===== src/rtl/sprite_pkg.sv =====
// Shared types and defaults for the sprite write path and the frame-buffer readers.
package sprite_pkg;

    typedef enum logic [1:0] {IDLE, RUN, FLUSH, DONE} blit_state_t;

    localparam logic [3:0] TRANSPARENT_IDX = 4'h0;

    localparam int unsigned FB_W_DEF = 640;
    localparam int unsigned FB_H_DEF = 480;

    function automatic logic skip_pixel(input logic [3:0] idx, input logic transparent_en);
        return transparent_en && (idx == TRANSPARENT_IDX);
    endfunction

endpackage


===== src/rtl/fb_addr_calc.sv =====
// Registered (x,y) -> linear frame-buffer address, with an out-of-bounds flag and data pass-through.
module fb_addr_calc import sprite_pkg::*; #(
    parameter int unsigned FB_W   = FB_W_DEF,
    parameter int unsigned FB_H   = FB_H_DEF,
    parameter int unsigned ADDR_W = 19
) (
    input  logic              clk_i,
    input  logic              rst_ni,
    input  logic              valid_i,
    input  logic [ADDR_W:0]   x_i,
    input  logic [ADDR_W:0]   y_i,
    input  logic [3:0]        data_i,
    output logic              valid_o,
    output logic              oob_o,
    output logic [ADDR_W-1:0] addr_o,
    output logic [3:0]        data_o
);

    localparam logic [ADDR_W:0] FbW = (ADDR_W + 1)'(FB_W);
    localparam logic [ADDR_W:0] FbH = (ADDR_W + 1)'(FB_H);

    logic              oob_d;
    logic [ADDR_W-1:0] addr_d;

    always_comb begin
        oob_d  = (x_i >= FbW) || (y_i >= FbH);
        // Product is formed at ADDR_W+1 bits, then truncated.
        addr_d = ADDR_W'(y_i * FbW + x_i);
    end

    always_ff @(posedge clk_i or negedge rst_ni) begin
        if (!rst_ni) begin
            valid_o <= 1'b0;
            oob_o   <= 1'b0;
            addr_o  <= '0;
            data_o  <= '0;
        end else begin
            valid_o <= valid_i;
            if (valid_i) begin
                oob_o  <= oob_d;
                addr_o <= addr_d;
                data_o <= data_i;
            end
        end
    end

endmodule


===== src/rtl/sprite_blitter.sv =====
// Sprite blitter: writes a raster-order stream of palette indices into the frame buffer at (X,Y).
// Define BLIT_TRANSPARENT_EN to drop writes of index TRANSPARENT_IDX.
module sprite_blitter import sprite_pkg::*; #(
    parameter int unsigned SPR_W  = 100,
    parameter int unsigned SPR_H  = 100,
    parameter int unsigned FB_W   = FB_W_DEF,
    parameter int unsigned FB_H   = FB_H_DEF,
    parameter int unsigned ADDR_W = 19
) (
    input  logic              Clk,
    input  logic              Reset_n,
    input  logic              start,
    input  logic [9:0]        X,
    input  logic [9:0]        Y,
    output logic              busy,
    output logic              done,
    input  logic              pix_valid,
    output logic              pix_ready,
    input  logic [3:0]        pix_index,
    output logic              fb_we,
    output logic [ADDR_W-1:0] fb_addr,
    output logic [3:0]        fb_din
);

`ifdef BLIT_TRANSPARENT_EN
    localparam logic TrEn = 1'b1;
`else
    localparam logic TrEn = 1'b0;
`endif

    localparam int unsigned ColW = (SPR_W > 1) ? $clog2(SPR_W) : 1;
    localparam int unsigned RowW = (SPR_H > 1) ? $clog2(SPR_H) : 1;
    localparam logic [ColW-1:0] ColLast = ColW'(SPR_W - 1);
    localparam logic [RowW-1:0] RowLast = RowW'(SPR_H - 1);

    blit_state_t     state_q;
    logic [9:0]      x0_q, y0_q;
    logic [ColW-1:0] col_q;
    logic [RowW-1:0] row_q;

    logic            accept, last_col, last_row, wr_req, wr_vld, wr_oob;
    logic [ADDR_W:0] sx, sy;

    always_comb begin
        pix_ready = (state_q == RUN);
        busy      = (state_q == RUN) || (state_q == FLUSH);
        done      = (state_q == DONE);
        accept    = pix_ready && pix_valid;
        last_col  = (col_q == ColLast);
        last_row  = (row_q == RowLast);
        wr_req    = accept && !skip_pixel(pix_index, TrEn);
        sx        = (ADDR_W + 1)'(x0_q) + (ADDR_W + 1)'(col_q);
        sy        = (ADDR_W + 1)'(y0_q) + (ADDR_W + 1)'(row_q);
        // Clipped pixels still advance the counters but never strobe the RAM.
        fb_we     = wr_vld && !wr_oob;
    end

    always_ff @(posedge Clk or negedge Reset_n) begin
        if (!Reset_n) begin
            state_q <= IDLE;
            x0_q    <= '0;
            y0_q    <= '0;
            col_q   <= '0;
            row_q   <= '0;
        end else begin
            case (state_q)
                IDLE: begin
                    if (start) begin
                        x0_q    <= X;
                        y0_q    <= Y;
                        col_q   <= '0;
                        row_q   <= '0;
                        state_q <= RUN;
                    end
                end
                RUN: begin
                    if (accept) begin
                        if (last_col) begin
                            col_q <= '0;
                            if (last_row) begin
                                state_q <= FLUSH;
                            end else begin
                                row_q <= row_q + 1'b1;
                            end
                        end else begin
                            col_q <= col_q + 1'b1;
                        end
                    end
                end
                FLUSH:   state_q <= DONE;
                DONE:    state_q <= IDLE;
                default: state_q <= IDLE;
            endcase
        end
    end

    fb_addr_calc #(
        .FB_W   (FB_W),
        .FB_H   (FB_H),
        .ADDR_W (ADDR_W)
    ) u_addr (
        .clk_i   (Clk),
        .rst_ni  (Reset_n),
        .valid_i (wr_req),
        .x_i     (sx),
        .y_i     (sy),
        .data_i  (pix_index),
        .valid_o (wr_vld),
        .oob_o   (wr_oob),
        .addr_o  (fb_addr),
        .data_o  (fb_din)
    );

endmodule

===== config.mk =====
export PLATFORM = sky130hd
export DESIGN_NAME = sprite_blitter
export DESIGN_NICKNAME = d
export VERILOG_FILES = /design/src/rtl/sprite_pkg.sv /design/src/rtl/fb_addr_calc.sv /design/src/rtl/sprite_blitter.sv
export SDC_FILE = /design/constraint.sdc
export NUM_CORES = 1
export LEC_CHECK = 0
export CAP_MARGIN = 15
export CORE_MARGIN = 2
export CORE_UTILIZATION = 35
export CTS_CLUSTER_SIZE = 25
export DETAILED_ROUTE_END_ITERATION = 10
export PLACE_DENSITY = 0.56
export SYNTH_ARGS = -nofsm -noshare
export SYNTH_HDL_FRONTEND = slang
export SYNTH_SLANG_ARGS = --single-unit

===== constraint.sdc =====
create_clock -name Clk -period 11.7 [get_ports Clk]
set_input_delay 2.34 -clock Clk [delete_from_list [all_inputs] [get_ports Clk]]
set_output_delay 2.34 -clock Clk [all_outputs]
set_load 0.005 [all_outputs]

==> results.yml, run 1 <==
setup_path:
  cp-start-kind: "flip-flop"
  crit_fanout: 6
  worstSetupPathType: "flip-flop to flip-flop"
  arrival_ns: 4.49
  required_ns: 11.95
  r2r_start: "row_q[0]"
  end_kind: "flip-flop"
  ff2ff_setup_slack_ns: 7.45
  worstSetupStartpoint: "row_q[0]"
grt:
  track_usage_pct: 14.57
  antenna_found_initial: 0
  use_met3_pct: 2.322
  grt_pass1_vias: 3196
  grt_max_degree: 62
  grt_pass1_wl_microns: 15060
  grt_use_met2_pct: 23.86
  busiest_layer: "met2"
  grt.overflow.total: 0
  use_met1_pct: 19.57
clock_tree:
  post_cts_buffers: 0
  clk_path_buf_depth: 2
  cts.repair.resized: 0
  clkSlewWorstSetupHoldPaths_ns: 0.06
  cts_inserted_buffers: 9
  clkLatencyLatePin_ns: 0.33
  cts-root-buf: "clkbuf_16"
  clock-sinks: 61
  ctsHtreeMaxLevel: 3
  cts-hold-fix-buffers: 0
  cts_tree: "built"
sta:
  setup_viol: 0
  timing.hold.ws_ns: 0.4758
  maxSlewHeadroom_pct: 30.57
  tightestPinTransition_ns: 1.039
  min_period_over_period_pct: 36.29
  hold_viol_final: 0
  period_needed_ns: 4.246
  slew_viol_final: 0
  rsz0062_at_grt: "no"
  fin_setup_tns_ns: 0
  clock-skew-final_ns: 0.007301
  clock.fmax_mhz: 235.5
synthesis:
  ys_types: 56
  synth_top_area_share_pct: 37.06
  synth-main-ff-cell: "dfrtp_1"
  syn_area_per_cell_sq_um: 9.784
  synth_edf_count: 0
  synth_area_leaders: "dfrtp_1 (37%), ha_1 (13%), mux2_2 (7.7%)"
  ys_seq_area_share_pct: 37.06
  ys_warn_count: 0
  syn-num-nets: 495
  yosysMostFrequentCell: "dfrtp_1"
  synth_common_cells: "dfrtp_1 (61), ha_1 (42), o21ai_0 (36)"
  synth_area_leader_cell: "dfrtp_1"
  syn_inst: 421
  synthArstFlopShare_pct: 100.0
  synth-seq-cells: 61
  syn_area_sq_um: 4119
run:
  cap_violations: 0
die:
  die_h_microns: 112.5
  rows: 39
  die_w_microns: 112.5
  dieArea_sq_um: 12650
  core_sq_um: 11470
  io_pins: 55
  start_util_pct: 35.92
drt:
  drtIter0Drc: 90
  wire_per_inst_microns: 13.89
  ant_nets: 0
  via_count: 3167
  drt_first_pass_iters: 5
  drcViolationCount: 0
  via_per_inst: 5.075
  wl_microns: 8669
layout:
  fillCellCount: 1129
  area_delta_synth_final_pct: 25.43
  layout-drive-gt1-share_pct: 12.27
  fin_area_sq_um: 5166
  diodes: 0
  final_nets: 550
worst_hold_path:
  hp-class: "flip-flop to flip-flop"
  hold_start: "u_addr.addr_o[11]"
placement:
  dpl-instance-area_sq_um: 4791
  io_buffers: 54
  dp_hpwl_microns: 6548
  gp_congestion: 0.7933
status:
  status: "finished, final reports clean"
## placed cells by master (no fill, tap or decap), drive strengths merged, types with 6 or more instances in the layout
master / instances
nand2b: 6
dfrtp: 61
clkbuf: 9
o21ai: 39
a21o: 6
nand3: 13
clkdlybuf4s50: 53
xor2: 13
xnor2: 21
o31ai: 6
a21oi: 19
mux2: 28
nor3: 12
nand2: 35
nor2: 22
ha: 42
nand4: 6
inv: 19
## stage by stage
step                      instances  setup slack [ns]  util, %
after CTS                       623             7.242    44.81
after global placement          607             6.936    41.78
after floorplan                 421             7.954        -
after detailed placement        607             6.899    41.78
final                           624             7.454    45.05
after global routing            624             7.112    45.05
## cells by family after synthesis
logic type / count (synthesis) / synth area share, %
simple gates: 119 / 14.82
compound gates: 101 / 15.34
flops: 61 / 37.06
fa+ha+maj: 46 / 14.70
xor+xnor: 34 / 7.230
buf+inv: 31 / 2.946
mux: 29 / 7.898
## sequential cells by signal (all words and copies together) (netlist names)
register and count:
x0_q 10, y0_q 10, u_addr.addr_o 19, state_q 2
u_addr.data_o 4, u_addr.valid_o 1, col_q 7, row_q 7
u_addr.oob_o 1
## path summary, 6_finish.rpt
path                                      to  cells after the start
max reg2reg                u_addr.addr_o[18]                     16
min reg2reg                u_addr.addr_o[11]                      2
max                        u_addr.addr_o[18]                     16
min in group asynchronous   u_addr.addr_o[2]                      2
min                        u_addr.addr_o[11]                      2
max in group asynchronous            y0_q[4]                      2
## layout make-up
| class | instances | area (sq um) | area share (%) |
|---|---|---|---|
| Clock buffer | 9 | 225.2 | 4.359 |
| Timing Repair Buffer | 56 | 570.5 | 11.04 |
| Multi-Input combinational cell | 329 | 2471 | 47.83 |
| Sequential cell | 61 | 1526 | 29.55 |
| Tap cell | 143 | 178.9 | 3.463 |
| Clock inverter | 7 | 122.6 | 2.373 |
| Inverter | 19 | 71.32 | 1.380 |
## metal layers
metal / up-vias / wire [microns]
li1: 1626 / -
met1: 1473 / 4298
met2: 57 / 3973
met3: 11 / 285
met4: 0 / 112
met5: - / 0
## critical path: stages (launching register included)
cell	delay, ns
dfrtp_1	0.46
ha_1	0.26
fa_1	0.41
a21oi_1	0.23
inv_1	0.07
a21oi_1	0.21
xnor2_1	0.14
ha_1	0.33
inv_1	0.06
fa_1	0.52
nand2b_1	0.20
a21oi_1	0.27
xnor2_1	0.19
nor4b_2	0.36
nand4_1	0.15
xnor2_1	0.15
o21ai_0	0.15
Power of run 1 is not shown: default switching activity piles up to over one toggle a cycle in this logic, so the estimate is an artifact.
==> run 2, diff against run 1 <==
==> constraint.sdc (replaced) <==
create_clock -name Clk -period 4.35 [get_ports Clk]
set_input_delay 0.87 -clock Clk [delete_from_list [all_inputs] [get_ports Clk]]
set_output_delay 0.87 -clock Clk [all_outputs]
set_load 0.005 [all_outputs]
==> results.yml, run 2 (synthesis gave the netlist of run 1 again) <==
sta:
  setup_viol: 0
  clock-skew-final_ns: 0.006009
  clock.fmax_mhz: 246.8
  maxSlewHeadroom_pct: 61.39
  tightestPinTransition_ns: 0.5739
  min_period_over_period_pct: 93.15
  fin_setup_tns_ns: 0
  hold_viol_final: 0
  period_needed_ns: 4.052
  rsz0062_at_grt: "no"
  slew_viol_final: 0
clock_tree:
  clock-sinks: 61
  clkSlewWorstSetupHoldPaths_ns: 0.05
  cts-hold-fix-buffers: 0
  cts_inserted_buffers: 9
  cts.repair.resized: 0
  clk_path_buf_depth: 2
  ctsHtreeMaxLevel: 3
  cts-root-buf: "clkbuf_16"
  post_cts_buffers: 0
  clkLatencyLatePin_ns: 0.33
  cts_tree: "built"
grt:
  grt_pass1_wl_microns: 15150
  grt_max_degree: 39
  grt_pass1_vias: 3158
  antenna_found_initial: 0
  track_usage_pct: 14.79
  grt.overflow.total: 0
die:
  rows: 39
  core_sq_um: 11470
  io_pins: 55
  start_util_pct: 35.92
  dieArea_sq_um: 12650
  die_w_microns: 112.5
  die_h_microns: 112.5
drt:
  drt_first_pass_iters: 5
  drtIter0Drc: 107
  ant_nets: 0
  via_count: 3226
  met1_length_microns: 4379
  met2_length_microns: 4011
  wl_met3_microns: 290
  wl_microns: 8909
  maxUsedRoutingLayer: "met4"
  wire_per_inst_microns: 14.25
  drcViolationCount: 0
  via_per_inst: 5.162
setup_path:
  cp-start-kind: "flip-flop"
  worstSetupPathType: "flip-flop to flip-flop"
  arrival_ns: 4.25
  crit_fanout: 6
  required_ns: 4.55
  end_kind: "flip-flop"
layout:
  top_register: "u_addr.addr_o"
  reg.largest.list: "u_addr.addr_o x19, x0_q x10, y0_q x10"
  layout_commonest_cell: "dfrtp_1"
  fillCellCount: 1100
  mostFrequentLayoutCells: "dfrtp_1 (61), clkdlybuf4s50_1 (53), ha_1 (41)"
  layout-drive-gt1-share_pct: 12.66
  area_delta_synth_final_pct: 24.42
  largest_reg_flops: 19
  diodes: 0
  final_nets: 551
placement:
  io_buffers: 54
  gp_congestion: 0.8093
  dp_hpwl_microns: 6770
status:
  status: "finished, final reports clean"
run:
  cap_violations: 0
worst_hold_path:
  hp-class: "flip-flop to flip-flop"
-- run 2: area by class of cell --
type	count	area, sq um	area share, %
sequential	61	1526	29.79
multi-input combinational	329	2477	48.34
clock inverter	3	42.54	0.8301
inverter	19	71.32	1.392
tap	143	178.9	3.491
timing repair buffer	57	558.0	10.89
clock buffer	13	270.3	5.273
-- run 2: final timing paths --
path	startpoint	slack, ns	end	depth (start not counted)
setup / recovery	row_q[0]	0.30	u_addr.addr_o[18]	16
hold / removal	u_addr.addr_o[11]	0.47	u_addr.addr_o[11]	2
setup reg to reg	row_q[0]	0.30	u_addr.addr_o[18]	16
hold reg to reg	u_addr.addr_o[11]	0.47	u_addr.addr_o[11]	2
max in group asynchronous	Reset_n	2.96	y0_q[8]	2
min in group asynchronous	Reset_n	0.51	u_addr.addr_o[2]	1
-- run 2: critical path, stage by stage (launching register included) --
cell       delay [ns]
dfrtp_1          0.44
ha_1             0.26
fa_1             0.41
a21oi_1          0.23
o22ai_1          0.14
o21a_1           0.19
o21ai_0          0.18
xnor2_1          0.19
ha_1             0.28
ha_1             0.34
inv_1            0.11
and3_1           0.17
a2111oi_0        0.44
nand3_1          0.20
nand4_1          0.13
xnor2_1          0.11
o21ai_0          0.08
-- run 2: metrics by stage --
| step | utilization (%) | cell area [sq um] | hold slack, ns | std cells | setup slack (ns) |
|---|---|---|---|---|---|
| 2_1_floorplan | - | 4119 | 0.4709 | 421 | 0.6205 |
| 3_3_place_gp | 41.91 | 4806 | 0.4613 | 609 | 0.3827 |
| 3_5_place_dp | 41.91 | 4806 | 0.4701 | 609 | 0.2606 |
| 4_1_cts | 44.64 | 5119 | 0.4817 | 625 | 0.2101 |
| 5_1_grt | 44.69 | 5125 | 0.5042 | 625 | 0.01207 |
| 6_report | 44.69 | 5125 | 0.4730 | 625 | 0.2980 |
-- run 2: metal layers --
metal  vias to the layer above  GRT usage, %
met5                         -             0
met4                         0         7.317
met3                        14         2.268
met2                        62         23.09
met1                      1511         20.07
li1                       1639             -
Power of run 2 is left out for the same reason.
